File: src/rtl/bcd_pkg.sv
// Shared types and constants for the 14-bit to 4-digit BCD converter.
package bcd_pkg;

  typedef enum logic [1:0] {
    IDLE,
    SHIFT,
    FINISH
  } state_t;

  localparam int BIN_W = 14;
  localparam int BCD_W = 16;
  localparam int STEPS = 14;
  localparam logic [BIN_W-1:0] BCD_MAX = 14'd9999;
  localparam logic [3:0] OVF_DIGIT = 4'hE;

endpackage

File: src/rtl/bcd_adjust.sv
// Double-dabble nibble correction: add 3 to any digit of 5 or more.
module bcd_adjust (
  input  logic [3:0] din,
  output logic [3:0] dout
);

  assign dout = (din >= 4'd5) ? din + 4'd3 : din;

endmodule

File: src/rtl/bin_to_bcd4.sv
// Sequential double-dabble converter, 14-bit binary to four BCD digits.
module bin_to_bcd4
  import bcd_pkg::*;
(
  input  logic             CLK,
  input  logic             CLR,
  input  logic             START,
  input  logic [BIN_W-1:0] BIN,
  output logic             BUSY,
  output logic             DONE,
  output logic             OVF,
  output logic [3:0]       D1,
  output logic [3:0]       D2,
  output logic [3:0]       D3,
  output logic [3:0]       D4
);

  state_t           state;
  state_t           state_n;
  logic [BIN_W-1:0] shift_q;
  logic [BIN_W-1:0] sh_next;
  logic [BCD_W-1:0] scratch_q;
  logic [BCD_W-1:0] adj;
  logic [BCD_W-1:0] scr_next;
  logic [3:0]       step_q;
  logic             ovf_pend;
  logic             last_step;
  logic             too_big;

  for (genvar g = 0; g < 4; g++) begin : g_adj
    bcd_adjust u_adj (
      .din  (scratch_q[4*g +: 4]),
      .dout (adj[4*g +: 4])
    );
  end

  assign scr_next  = {adj[BCD_W-2:0], shift_q[BIN_W-1]};
  assign sh_next   = {shift_q[BIN_W-2:0], 1'b0};
  assign last_step = step_q == 4'(STEPS - 1);
  assign too_big   = BIN > BCD_MAX;
  assign BUSY      = state == SHIFT;

  always_ff @(posedge CLK or posedge CLR) begin
    if (CLR) state <= IDLE;
    else     state <= state_n;
  end

  always_comb begin
    state_n = state;
    unique case (state)
      IDLE:
        if (START) state_n = too_big ? FINISH : SHIFT;
      SHIFT:
        if (last_step) state_n = FINISH;
      FINISH:
        state_n = IDLE;
      default:
        state_n = IDLE;
    endcase
  end

  // Overflow results are published on the FINISH exit edge.
  always_ff @(posedge CLK or posedge CLR) begin
    if (CLR) begin
      shift_q   <= '0;
      scratch_q <= '0;
      step_q    <= '0;
      ovf_pend  <= 1'b0;
      DONE      <= 1'b0;
      OVF       <= 1'b0;
      D1        <= '0;
      D2        <= '0;
      D3        <= '0;
      D4        <= '0;
    end else begin
      DONE <= 1'b0;
      unique case (state)
        IDLE: begin
          if (START && too_big) begin
            ovf_pend <= 1'b1;
          end else if (START) begin
            shift_q   <= BIN;
            scratch_q <= '0;
            step_q    <= '0;
            ovf_pend  <= 1'b0;
          end
        end
        SHIFT: begin
          scratch_q <= scr_next;
          shift_q   <= sh_next;
          step_q    <= step_q + 4'd1;
          if (last_step) begin
            D1   <= scr_next[3:0];
            D2   <= scr_next[7:4];
            D3   <= scr_next[11:8];
            D4   <= scr_next[15:12];
            OVF  <= 1'b0;
            DONE <= 1'b1;
          end
        end
        FINISH: begin
          if (ovf_pend) begin
            D1       <= OVF_DIGIT;
            D2       <= OVF_DIGIT;
            D3       <= OVF_DIGIT;
            D4       <= OVF_DIGIT;
            OVF      <= 1'b1;
            DONE     <= 1'b1;
            ovf_pend <= 1'b0;
          end
        end
        default: ;
      endcase
    end
  end

endmodule

File: config.mk
export PLATFORM = sky130hd
export DESIGN_NAME = bin_to_bcd4
export DESIGN_NICKNAME = d
export VERILOG_FILES = /design/src/rtl/bcd_pkg.sv /design/src/rtl/bcd_adjust.sv /design/src/rtl/bin_to_bcd4.sv
export SDC_FILE = /design/constraint.sdc
export NUM_CORES = 1
export LEC_CHECK = 0
export BUFFER_PORTS_ARGS = -buffer_cell sky130_fd_sc_hd__buf_2
export CORE_ASPECT_RATIO = 0.9
export CORE_MARGIN = 4
export CORE_UTILIZATION = 40
export CTS_CLUSTER_DIAMETER = 30
export DETAILED_ROUTE_END_ITERATION = 10
export GPL_TIMING_DRIVEN = 0
export PLACE_DENSITY = 0.61
export SKIP_CTS_REPAIR_TIMING = 1
export SLEW_MARGIN = 10
export SYNTH_ARGS = -nofsm -noshare
export SYNTH_HDL_FRONTEND = slang
export SYNTH_SLANG_ARGS = --single-unit
File: constraint.sdc
create_clock -name CLK -period 2.28 [get_ports CLK]
set_input_delay 0.114 -clock CLK [delete_from_list [all_inputs] [get_ports CLK]]
set_output_delay 0.114 -clock CLK [all_outputs]
set_load 0.02 [all_outputs]
==> qor.csv <==
stage,metric,value,unit
run_status,status,"complete, no violations",
power,max-vdd-ir-drop,0.000358,V
place,dp_hpwl,4870,microns
worst_setup_path,path_class,flip-flop to flip-flop,
logic_synthesis,syn_area,2900,sq um
timing,period_needed,1980,ps
timing,maxSlewViolCount,0,
timing,final.setup_skew,13.8,ps
worst_setup_path,critPathTopFamily,simple AND/OR/NAND/NOR gates,
logic_synthesis,ys_async_sr_fraction,100,%
logic_synthesis,ys_warn_count,0,
cts,path_clk_slew,100,ps
routing,routed-wl-met3,185,microns
routing,drtAntennaViolNets,0,
place,dpl_cell_area,3210,sq um
finish,final_common_cell,dfrtp_1,
routing,first_pass_iters,4,
floorplanning,rows,29,
finish,finalNetCount,356,
cts,clockBufferDepth,2,
worst_setup_path,cp_cell_sequence,inv_1 -> ha_1 -> nand3_1 -> nor2_1 -> nand2_1 -> o22a_1,
power,p_leak,0.00145,uW
cts,cts_root_buf,clkbuf_8,
cts,cts_sinks,55,
cts,htreeDepth,2,
finish,final_cell_mix,"dfrtp_1 (55), buf_2 (39), nand3_1 (30)",
routing,route.detailed.drc,0,
logic_synthesis,syn_inst,282,
floorplanning,die-height,88.8,microns
worst_hold_path,min_path_type,input pin to flip-flop,
logic_synthesis,ys_top_cells_by_area,"dfrtp_1 (47%), mux2i_1 (5.9%), ha_1 (5.6%)",
worst_setup_path,worstPathRequired,2490,ps
worst_setup_path,critPathMaxFanout,6,
timing,fin_crit_sh,86.8,%
logic_synthesis,ys_seq_elements,55,
routing,first_iter_violations,134,
finish,fillers,712,
place,dp.cells,411,
timing,report.final.setup_viol,0,
global_route,antenna_found_initial,0,
worst_setup_path,arrival,2190,ps
routing,wl_per_cell,15.7,microns
logic_synthesis,synth_top_cell_area_share,47.4,%
power,power.density,910,nW/um^2
finish,drive_gt1_share,23.5,%
cts,numCtsBuffers,5,
finish,final_cells,420,
cts,insertion_delay,320,ps
worst_setup_path,cp_slowest_stage_delay,440,ps
timing,rsz0062_at_grt,false,
global_route,grtUsageTotal,16.4,%
logic_synthesis,synth_edf_count,0,
finish,area_growth,14.5,%
global_route,grt_max_degree,31,
worst_setup_path,end_kind,flip-flop,
logic_synthesis,syn_avg_cell_area,10.3,sq um
worst_setup_path,cp-start-kind,flip-flop,
worst_setup_path,cp_slowest_cell,nor2_1,
logic_synthesis,yosysSeqAreaShare,47.4,%
finish,stdcell_area,3320,sq um
cts,cts_tree,yes,
routing,route.met2.wl,3090,microns
floorplanning,fp.dieArea,8690,sq um
logic_synthesis,yosysUniqueCellTypes,45,
floorplanning,core,7040,sq um
routing,totalWireLength,6580,microns
flow_run,maxCapViolations,0,
logic_synthesis,syn-num-nets,312,
logic_synthesis,ys.flop_type,dfrtp_1,
finish,fin_util,47.2,%
global_route,grt_pass1_vias,2265,
floorplanning,initial_utilization,41.2,%
timing,max_slew_margin,61.6,%
place,place_congestion,0.794,
routing,vias,2253,
place,io_buffers,35,
worst_setup_path,worst-path-buf-inv,1,
global_route,grt_first_pass_wirelength,11400,microns
floorplanning,die_width,97.8,microns
timing,fmax,0.505,GHz
finish,antenna_cells,0,
routing,top_layer,met4,
timing,tightest_slew,574,ps
floorplanning,io_pins,36,
timing,finalHoldViolations,0,
routing,drt-met1-wl,3230,microns
logic_synthesis,synth.largest_area_cell,dfrtp_1,
global_route,grt.overflow.total,0,
routing,vias_per_cell,5.36,
final timing paths:
path / start / to / slack (ps) / cells after the start
max: step_q[1]$_DFFE_PP0P_ / D3[2]$_DFFE_PP0P_ / 300 / 6
min: BIN[0] / shift_q[0]$_DFFE_PP0P_ / 40 / 3
max reg2reg: step_q[1]$_DFFE_PP0P_ / D3[2]$_DFFE_PP0P_ / 300 / 6
max in group asynchronous: CLR / D1[1]$_DFFE_PP0P_ / 1330 / 4
min reg2reg: D2[2]$_DFFE_PP0P_ / D2[2]$_DFFE_PP0P_ / 500 / 1
min in group asynchronous: CLR / D4[2]$_DFFE_PP0P_ / 390 / 3
where the power goes:
group | total, uW | internal, uW | switching, uW
logic | 1180 | 426 | 756
clock network | 572 | 227 | 345
registers | 1270 | 1160 | 111
synth_stat cells, types with 2 or more instances:
master     count
buf_2          4
buf_4          3
ha_1          13
xnor2_1        4
inv_1         18
a21oi_1       11
nor2_2         2
a31oi_1        6
o21ai_0       21
xor2_1         3
buf_6          4
o2bb2ai_1      3
nor3_1         5
mux2_2         3
o31ai_1        4
nor2_1        13
nand3_1       30
a31o_1         2
dfrtp_1       55
a31o_2         3
o211ai_1       4
nand2_1       15
mux2i_1       17
o31ai_2        3
nand3b_1       2
and3_1         5
nand2b_1       7
o22a_1         5
per-layer routing:
metal	vias up	track usage, %
met5	-	0
met4	0	4.78
met1	1112	23.0
li1	1099	-
met3	8	2.36
met2	34	26.9
sequential cells by signal, indices dropped and copies added, names as in the netlist, 2 cells and up:
signal,count
state,2
shift_q,14
step_q,4
D1,4
D4,4
D2,4
scratch_q,16
D3,4
metrics by stage:
step | setup WS, ps | TNS [ps] | power [uW] | hold slack (ps)
CTS | 104 | 0 | 3060 | -143
finish | 300 | 0 | 3030 | 39.4
global route | 134 | 0 | 3280 | 48.5
detailed placement | 210 | 0 | 2490 | 216
global placement | -7.33 | -234 | 2460 | 375
floorplan | 562 | 0 | 2140 | 225
final cells by class:
class | instances | area, sq um | share of cell area, %
timing repair buffer | 37 | 205 | 6.17
clock buffer | 5 | 68.8 | 2.07
clock inverter | 3 | 26.3 | 0.790
multi-input combinational | 196 | 1370 | 41.1
tap | 93 | 116 | 3.50
inverter | 18 | 67.6 | 2.03
buffer | 13 | 96.3 | 2.90
sequential | 55 | 1380 | 41.4
kinds of logic after synthesis:
| group | synth area share (%) |
|---|---|
| and+or+nand+nor | 15.2 |
| AOI/OAI and AO/OA | 17.0 |
| DFF | 47.4 |
| buffers and inverters | 5.65 |
| muxes | 7.03 |
| adders and majority gates | 5.60 |
| xor gates and xnor gates | 2.11 |
worst reg2reg max path: stages (launching register included):
cell and delay [ps]:
dfrtp_1 430, inv_1 70, ha_1 160, nand3_1 190, nor2_1 440, nand2_1 320, o22a_1 280
(Power assumes the default switching activity.)
